===== config.mk =====
export PLATFORM = sky130hd
export DESIGN_NAME = xdisp_mux
export DESIGN_NICKNAME = d
export VERILOG_FILES = /design/src/rtl/xdisp_mux.sv
export SDC_FILE = /design/constraint.sdc
export NUM_CORES = 1
export LEC_CHECK = 0
export BUFFER_PORTS_ARGS = -buffer_cell sky130_fd_sc_hd__buf_2
export CORE_UTILIZATION = 59
export DETAILED_ROUTE_END_ITERATION = 8
export PLACE_DENSITY = 0.78
export SLEW_MARGIN = 25
export SYNTH_ARGS = -nofsm -noshare
export SYNTH_HDL_FRONTEND = slang
export SYNTH_SLANG_ARGS = --single-unit

===== constraint.sdc =====
create_clock -name clk -period 2.66 [get_ports clk]
set_input_delay 0.133 -clock clk [delete_from_list [all_inputs] [get_ports clk]]
set_output_delay 0.133 -clock clk [all_outputs]
set_load 0.02 [all_outputs]

===== src/rtl/xdisp_mux.sv =====
// xdisp_mux -- multiplexed seven-segment display driver.
//
// Converts a signed (two's-complement) or unsigned binary word to BCD with a
// sequential shift-add-3 engine, then scans DIGITS digits at a programmable
// refresh rate. Supports leading-zero blanking, overflow indication and a
// busy/load handshake.
//
// Ports:
//   clk       system clock, rising edge
//   rst       synchronous active-high reset
//   load      1-cycle strobe, captures data_in when busy=0
//   data_in   value to display (IN_W bits)
//   blank_lz  1 = blank leading zeros of the magnitude (sampled each scan step)
//   busy      high while a conversion is running
//   an        one-hot active-high anode enables, bit 0 = least-significant digit
//   seg       active-low cathodes, bit7..bit1 = a..g, bit0 = dp (always 1)
module xdisp_mux #(
    parameter int DIGITS      = 4,
    parameter int IN_W        = 11,
    parameter int SIGNED      = 1,
    parameter int REFRESH_DIV = 50000
) (
    input  logic              clk,
    input  logic              rst,
    input  logic              load,
    input  logic [IN_W-1:0]   data_in,
    input  logic              blank_lz,
    output logic              busy,
    output logic [DIGITS-1:0] an,
    output logic [7:0]        seg
);

    localparam int MAGD = (SIGNED != 0) ? DIGITS - 1 : DIGITS;
    localparam int BW   = 4 * MAGD;
    localparam int CW   = $clog2(IN_W + 1);
    localparam int PW   = (REFRESH_DIV > 1) ? $clog2(REFRESH_DIV) : 1;
    localparam int IW   = (DIGITS > 1) ? $clog2(DIGITS) : 1;

    localparam logic [7:0] SEG_DASH  = 8'b11111101;
    localparam logic [7:0] SEG_BLANK = 8'b11111111;

    function automatic logic [7:0] seg_of(input logic [3:0] d);
        logic [7:0] s;
        case (d)
            4'd0:    s = 8'b00000011;
            4'd1:    s = 8'b10011111;
            4'd2:    s = 8'b00100101;
            4'd3:    s = 8'b00001101;
            4'd4:    s = 8'b10011001;
            4'd5:    s = 8'b01001001;
            4'd6:    s = 8'b01000001;
            4'd7:    s = 8'b00011111;
            4'd8:    s = 8'b00000001;
            4'd9:    s = 8'b00001001;
            default: s = SEG_BLANK;
        endcase
        return s;
    endfunction

    // Double-dabble correction: every nibble >= 5 gets +3 before the shift.
    function automatic logic [BW-1:0] add3(input logic [BW-1:0] b);
        logic [BW-1:0] r;
        r = b;
        for (int i = 0; i < MAGD; i++) begin
            if (b[i*4 +: 4] >= 4'd5)
                r[i*4 +: 4] = b[i*4 +: 4] + 4'd3;
        end
        return r;
    endfunction

    // ---- Stage p0: capture and sign/magnitude split ----
    logic signed [IN_W-1:0] din_s;
    logic signed [IN_W-1:0] din_neg_s;
    logic                   cap_neg;
    logic [IN_W-1:0]        cap_mag;

    assign din_s     = data_in;
    // Negating the most-negative value wraps back to 2^(IN_W-1), which is
    // exactly the wanted magnitude once read as unsigned.
    assign din_neg_s = -din_s;
    assign cap_neg   = (SIGNED != 0) && (din_s < 0);
    assign cap_mag   = cap_neg ? $unsigned(din_neg_s) : data_in;

    logic [BW-1:0]   bcd_p0;
    logic [IN_W-1:0] mag_p0;
    logic            neg_p0;
    logic            ovf_p0;
    logic [CW-1:0]   cnt;

    logic [BW-1:0]   bcd_adj;
    logic [BW-1:0]   bcd_nx;
    logic [IN_W-1:0] mag_nx;
    logic            ovf_nx;

    assign bcd_adj = add3(bcd_p0);
    assign bcd_nx  = {bcd_adj[BW-2:0], mag_p0[IN_W-1]};
    assign mag_nx  = {mag_p0[IN_W-2:0], 1'b0};
    // The bit falling off the top nibble means the value needs more digits.
    assign ovf_nx  = ovf_p0 | bcd_adj[BW-1];

    always_ff @(posedge clk) begin
        if (load && !busy) begin
            bcd_p0 <= '0;
            mag_p0 <= cap_mag;
            neg_p0 <= cap_neg;
            ovf_p0 <= 1'b0;
        end else if (busy) begin
            bcd_p0 <= bcd_nx;
            mag_p0 <= mag_nx;
            ovf_p0 <= ovf_nx;
        end
    end

    // ---- Stage p1: display register, scan counters ----
    logic [BW-1:0] disp_bcd;
    logic          disp_neg;
    logic          disp_ovf;
    logic [PW-1:0] pre;
    logic [IW-1:0] idx;

    logic [MAGD-1:0]   lz_vec;
    logic [3:0]        nib;
    logic              nib_lz;
    logic [7:0]        seg_nx;
    logic [DIGITS-1:0] an_nx;

    // lz_vec[j] = 1 when magnitude digits j and above are all zero.
    always_comb begin
        logic lz;
        lz     = 1'b1;
        lz_vec = '0;
        for (int j = MAGD - 1; j >= 0; j--) begin
            lz        = lz & (disp_bcd[j*4 +: 4] == 4'd0);
            lz_vec[j] = lz;
        end
    end

    always_comb begin
        nib    = 4'd0;
        nib_lz = 1'b0;
        for (int i = 0; i < MAGD; i++) begin
            if (idx == IW'(i)) begin
                nib    = disp_bcd[i*4 +: 4];
                nib_lz = lz_vec[i];
            end
        end

        if (disp_ovf)
            seg_nx = SEG_DASH;
        else if ((SIGNED != 0) && (idx == IW'(DIGITS - 1)))
            seg_nx = disp_neg ? SEG_DASH : SEG_BLANK;
        else if (blank_lz && nib_lz && (idx != '0))
            seg_nx = SEG_BLANK;
        else
            seg_nx = seg_of(nib);

        an_nx = {{(DIGITS-1){1'b0}}, 1'b1} << idx;
    end

    always_ff @(posedge clk) begin
        if (rst) begin
            busy     <= 1'b0;
            cnt      <= '0;
            disp_bcd <= '0;
            disp_neg <= 1'b0;
            disp_ovf <= 1'b0;
            pre      <= '0;
            idx      <= '0;
            an       <= '0;
            seg      <= SEG_BLANK;
        end else begin
            if (load && !busy) begin
                busy <= 1'b1;
                cnt  <= CW'(IN_W);
            end else if (busy) begin
                cnt <= cnt - CW'(1);
                if (cnt == CW'(1)) begin
                    busy     <= 1'b0;
                    disp_bcd <= bcd_nx;
                    disp_neg <= neg_p0;
                    disp_ovf <= ovf_nx;
                end
            end

            if (pre == PW'(REFRESH_DIV - 1)) begin
                pre <= '0;
                an  <= an_nx;
                seg <= seg_nx;
                idx <= (idx == IW'(DIGITS - 1)) ? '0 : idx + IW'(1);
            end else begin
                pre <= pre + PW'(1);
            end
        end
    end

endmodule


==> results of run 1 <==
## path summary, 6_finish.rpt
check | cells after the start | from | slack, ns | to
setup / recovery | 9 | idx[1] | 0.22 | seg[4]
setup reg to reg | 9 | idx[1] | 0.22 | seg[4]
hold / removal | 1 | data_in[10] | 0.13 | neg_p0
hold reg to reg | 1 | pre[0] | 0.48 | pre[0]
## cell families (layout without fill, tap and decap cells)
group | after synthesis | in the layout | synth area share
simple gates | 153 | 153 | 0.210
fa+ha+maj | 20 | 20 | 0.0678
mux | 21 | 21 | 0.0569
other cells | 1 | 1 | 0.00102
buf+inv | 39 | 67 | 0.0451
flops | 73 | 73 | 0.428
compound gates | 73 | 73 | 0.127
xor+xnor | 27 | 27 | 0.0640
## cell type report
cell class              instances  area [sq um]
repair buffers                 31           168
inverters                      20          75.1
well taps                      75          93.8
fillers                       476          1910
flip-flops and latches         73          1580
clock buffers                  12           155
clock inverters                 4          51.3
multi-input cells             295          1960
## state kept, by name, indices dropped and copies added (netlist names)
| name | cells |
|---|---|
| an | 4 |
| pre | 16 |
| bcd_p0 | 12 |
| disp_bcd | 12 |
| idx | 2 |
| cnt | 4 |
| disp_neg | 1 |
| ovf_p0 | 1 |
| seg | 7 |
| busy | 1 |
| disp_ovf | 1 |
| mag_p0 | 11 |
| neg_p0 | 1 |
## metal layers
metal	routed length [microns]	share of wire	global-route usage	vias to the layer above
li1	-	-	-	1462
met1	3110	0.46	0.288	1363
met2	3380	0.50	0.392	56
met3	201	0.030	0.0404	7
met4	68	0.010	0.0804	0
met5	0	0	0	-
## worst max-delay path, stage by stage, from the launching register on
cell	delay, ns
dfxtp_1	0.38
inv_1	0.08
ha_1	0.28
nand3b_1	0.20
a21oi_1	0.38
inv_1	0.16
ha_1	0.32
or2b_1	0.24
a21oi_1	0.18
o32a_1	0.17
## placed cells by master, fill, tap and decap left out, drive strengths merged, types with 2 or more instances in the layout
cell | Yosys | layout
a211oi | 11 | 11
a21o | 2 | 2
a21oi | 21 | 21
a22o | 3 | 3
a32oi | 3 | 3
and4bb | 2 | 2
buf | 7 | 31
clkbuf | 12 | 12
clkinv | 0 | 2
dfxtp | 61 | 61
edfxtp | 12 | 12
ha | 20 | 20
inv | 20 | 20
mux2i | 21 | 21
nand2 | 40 | 40
nand2b | 8 | 8
nand3 | 7 | 7
nand3b | 5 | 5
nand4 | 2 | 2
nor2 | 54 | 54
nor2b | 3 | 3
nor3 | 9 | 9
nor3b | 7 | 7
nor4 | 6 | 6
o21a | 3 | 3
o21ai | 19 | 19
o31ai | 5 | 5
o32a | 2 | 2
or3 | 3 | 3
xnor2 | 12 | 12
xor2 | 15 | 15
## power by group through the flow
stage	registers (mW)	clock network, mW	logic (mW)
after CTS	1.22	0.901	0.242
after global routing	1.23	0.954	0.274
after detailed placement	1.25	0	0.240
final	1.22	0.885	0.239
after floorplan	1.24	0	0.183
after global placement	1.25	0	0.231
==> flow_metrics.env, run 1 <==
export IMPL_synth_nets=442
export IMPL_synthArstFlopShare=0
export IMPL_holdCritPathClass="primary input to flip-flop"
export IMPL_end_kind="flip-flop"
export IMPL_crit_path_start_kind="flip-flop"
export IMPL_p_sw_frac=0.247
export IMPL_hold_viol_final=0
export IMPL_slew_viol_final=0
export IMPL_postLayoutCellArea_sq_um=4080
export IMPL_start_util=0.616
export IMPL_syn_avg_cell_area_sq_um=9.07
export IMPL_status="finished, final reports clean"
export IMPL_grt_pass1_vias=2600
export IMPL_pre_cts_slack_ns=0.260
export IMPL_grt_max_degree=38
export IMPL_maxCapViolCount=0
export IMPL_ys_seq_area_frac=0.428
export IMPL_power_total_mw=2.35
export IMPL_wl_microns=6770
export IMPL_cp_required_ns=2.94
export IMPL_tns_ns=0
export IMPL_grt_ovfl_total=0
export IMPL_netlist_area_leader_share=0.331
export IMPL_final_nets=465
export IMPL_synth_area_sq_um=3690
export IMPL_clock_path_buffers=2
export IMPL_gp_congestion=0.823
export IMPL_grtUsageTotal=0.229
export IMPL_rows=28
export IMPL_power_frac_comb=0.102
export IMPL_viasPerCell=5.66
export IMPL_placedCellCount=494
export IMPL_leakage_nw=1.62
export IMPL_p_seq_frac=0.521
export IMPL_portBuffers=26
export IMPL_ys_types=45
export IMPL_area_growth_pct=10.6
export IMPL_die_x_microns=81.1
export IMPL_syn_inst=407
export IMPL_core_area_sq_um=5990
export IMPL_p_per_area_nw_per_um2=575
export IMPL_dp_final_hpwl_microns=4840
export IMPL_setup_viol=0
export IMPL_first_iter_violations=112
export IMPL_clock_latency_ns=0.34
export IMPL_routed_via_count=2888
export IMPL_antenna_cells=0
export IMPL_yosys_area_top_type="dfxtp_1"
export IMPL_ys_ff_latch=73
export IMPL_drive_gt1_frac=0.120
export IMPL_hold_ws_ns=0.134
export IMPL_wire_per_inst_microns=13.3
export IMPL_clockRootBuffer="clkbuf_8"
export IMPL_pin_count=28
export IMPL_holdBufCountCts=0
export IMPL_ctsHtreeMaxLevel=3
export IMPL_ant_nets=0
export IMPL_postCtsSetupBuffers=0
export IMPL_clkSinkCount=73
export IMPL_cp_arrival_ns=2.72
export IMPL_ir_drop_uv=383
export IMPL_yosysMostFrequentCell="dfxtp_1"
export IMPL_grt_setup_unrepaired="false"
export IMPL_cts_resized=0
export IMPL_yosys_warnings=0
export IMPL_max_freq_mhz=409
export IMPL_internal_power_mw=1.77
export IMPL_utilization=0.682
export IMPL_cts_clk_slew_worst_paths_ns=0.08
export IMPL_dr_pass1_iters=4
export IMPL_grt_pass1_wl_microns=11600
export IMPL_chipHeight_microns=81.1
export IMPL_remaining_drc_errors=0
export IMPL_synth_edff_count=12
export IMPL_period_share=0.918
export IMPL_antenna_found_initial=0
export IMPL_dieArea_sq_um=6580
export IMPL_p_switching_mw=0.581
export IMPL_fin_crit_ns=2.44
export IMPL_fin_skew_ns=0.00642
export IMPL_tightest_slew_ns=0.660
export IMPL_pwr_share_clk=0.377
export IMPL_max_slew_margin=0.560
export IMPL_cts_tree="built"
export IMPL_path_class="flip-flop to flip-flop"
export IMPL_cp_max_fo=10
export IMPL_synth_common_cells="61 x dfxtp_1, 54 x nor2_1, 40 x nand2_1"
export IMPL_dominantRegCellSynth="dfxtp_1"
export IMPL_numCtsBuffers=9
export IMPL_stdcell_count=510
export IMPL_setup_ws_ns=0.217
export IMPL_postPlaceCellArea_sq_um=3880
export IMPL_yosys_top_cells_area="dfxtp_1 33%, edfxtp_1 9.8%, ha_1 6.8%"
(Power assumes the default switching activity.)
==> run 2, diff against run 1 <==
- CTS_BUF_LIST: unset -> sky130_fd_sc_hd__clkbuf_8 sky130_fd_sc_hd__clkbuf_16
==> flow_metrics.env, run 2 (same netlist as run 1, synthesis figures left out) <==
export IMPL_status="finished, final reports clean"
export IMPL_hold_viol_final=0
export IMPL_min_to="neg_p0"
export IMPL_crit_chain="inv_1 -> ha_1 -> nand3b_1 -> a21oi_1 -> inv_1 -> ha_1 -> or2b_1 -> a21oi_1 -> o32a_1"
export IMPL_ctsHtreeMaxLevel=3
export IMPL_p_per_area_nw_per_um2=574
export IMPL_chipHeight_microns=81.1
export IMPL_final_cell_mix="61 x dfxtp_1, 54 x nor2_1, 40 x nand2_1"
export IMPL_antenna_cells=0
export IMPL_cts_clk_slew_worst_paths_ns=0.08
export IMPL_wl_microns=6760
export IMPL_reg_largest_list="pre: 16 flops, bcd_p0: 12 flops, disp_bcd: 12 flops"
export IMPL_largest_register_ffs=16
export IMPL_pin_count=28
export IMPL_cp_required_ns=2.94
export IMPL_slew_viol_final=0
export IMPL_tns_ns=0
export IMPL_max_freq_mhz=410
export IMPL_postCtsSetupBuffers=0
export IMPL_cp_arrival_ns=2.72
export IMPL_cp_slowest_cell="dfxtp_1"
export IMPL_portBuffers=26
export IMPL_period_share=0.918
export IMPL_ff2ff_setup_slack_ns=0.22
export IMPL_ant_nets=0
export IMPL_tightest_slew_ns=0.658
export IMPL_fin_crit_ns=2.44
export IMPL_area_growth_pct=10.6
export IMPL_die_x_microns=81.1
export IMPL_clockRootBuffer="clkbuf_8"
export IMPL_pre_cts_slack_ns=0.260
export IMPL_cts_tree="built"
export IMPL_antenna_found_initial=0
export IMPL_clkSinkCount=73
export IMPL_r2r_end="seg[4]"
export IMPL_power_total_mw=2.34
export IMPL_grt_setup_unrepaired="false"
export IMPL_numCtsBuffers=9
export IMPL_grt_ovfl_total=0
export IMPL_start_util=0.616
export IMPL_grt_pass1_wl_microns=11600
export IMPL_holdCritPathClass="primary input to flip-flop"
export IMPL_min_from="data_in[10]"
export IMPL_hold_ws_ns=0.134
export IMPL_maxCapViolCount=0
export IMPL_routed_via_count=2885
export IMPL_ir_drop_uv=384
export IMPL_cp_top_family="compound AO/OA/AOI/OAI gates"
export IMPL_max_slew_margin=0.561
export IMPL_min_path_cells=1
export IMPL_path_class="flip-flop to flip-flop"
export IMPL_crit_path_start_kind="flip-flop"
export IMPL_reg2regPathDepth=9
export IMPL_top_register="pre"
export IMPL_setup_ws_ns=0.219
export IMPL_final_nets=465
export IMPL_clock_latency_ns=0.34
export IMPL_clock_path_buffers=2
export IMPL_leakage_nw=1.62
export IMPL_grt_pass1_vias=2600
export IMPL_remaining_drc_errors=0
export IMPL_dr_pass1_iters=4
export IMPL_first_iter_violations=113
export IMPL_num_fill_cells=476
export IMPL_dp_final_hpwl_microns=4840
export IMPL_grtUsageTotal=0.229
export IMPL_final_common_cell="dfxtp_1"
export IMPL_end_kind="flip-flop"
export IMPL_rows=28
export IMPL_core_area_sq_um=5990
export IMPL_r2r_start="idx[1]"
export IMPL_gp_congestion=0.823
export IMPL_setup_viol=0
export IMPL_holdBufCountCts=0
export IMPL_drive_gt1_frac=0.120
export IMPL_cts_resized=0
export IMPL_cp_max_fo=10
export IMPL_cpPeakStageDelay_ns=0.38
export IMPL_fin_skew_ns=0.00612
export IMPL_crit_buf_inv=2
export IMPL_dieArea_sq_um=6580
export IMPL_wire_per_inst_microns=13.2
export IMPL_grt_max_degree=38
export IMPL_viasPerCell=5.66
## run 2: worst max-delay path by stage
stage	startpoint	to	slack, ns	cells past startpoint
after floorplan	idx[0]	seg[4]	0.49	10
after global placement	idx[0]	seg[4]	0.39	9
after detailed placement	idx[0]	seg[4]	0.26	9
after CTS	idx[1]	seg[4]	0.22	9
after global routing	idx[1]	seg[4]	0.02	9
final	idx[1]	seg[4]	0.22	9
## run 2: where the power goes
group | internal, mW | switching (mW) | leakage, nW
Clock | 0.481 | 0.400 | 0.107
Combinational | 0.0993 | 0.140 | 0.896
Sequential | 1.18 | 0.0402 | 0.618
## run 2: routing by layer
metal | share of wire | up-vias | wire, microns | global-route usage
met5 | 0 | - | 0 | 0
met4 | 0.010 | 0 | 68 | 0.0804
met3 | 0.029 | 7 | 193 | 0.0404
met2 | 0.50 | 55 | 3380 | 0.392
met1 | 0.46 | 1362 | 3120 | 0.288
li1 | - | 1461 | - | -
## run 2: final cells by class
type / count / area, sq um / area share
clock buffer: 11 / 151 / 0.0371
inverter: 20 / 75.1 / 0.0184
sequential: 73 / 1580 / 0.387
multi-input combinational: 295 / 1960 / 0.480
timing repair buffer: 31 / 168 / 0.0411
clock inverter: 5 / 55.1 / 0.0135
tap: 75 / 93.8 / 0.0230
## run 2: per-stage QoR
step	util	instances	instance area (sq um)
finish	0.682	510	4080
global placement	0.647	494	3880
CTS	0.682	510	4080
global route	0.682	510	4080
floorplan	-	407	3690
detailed placement	0.647	494	3880
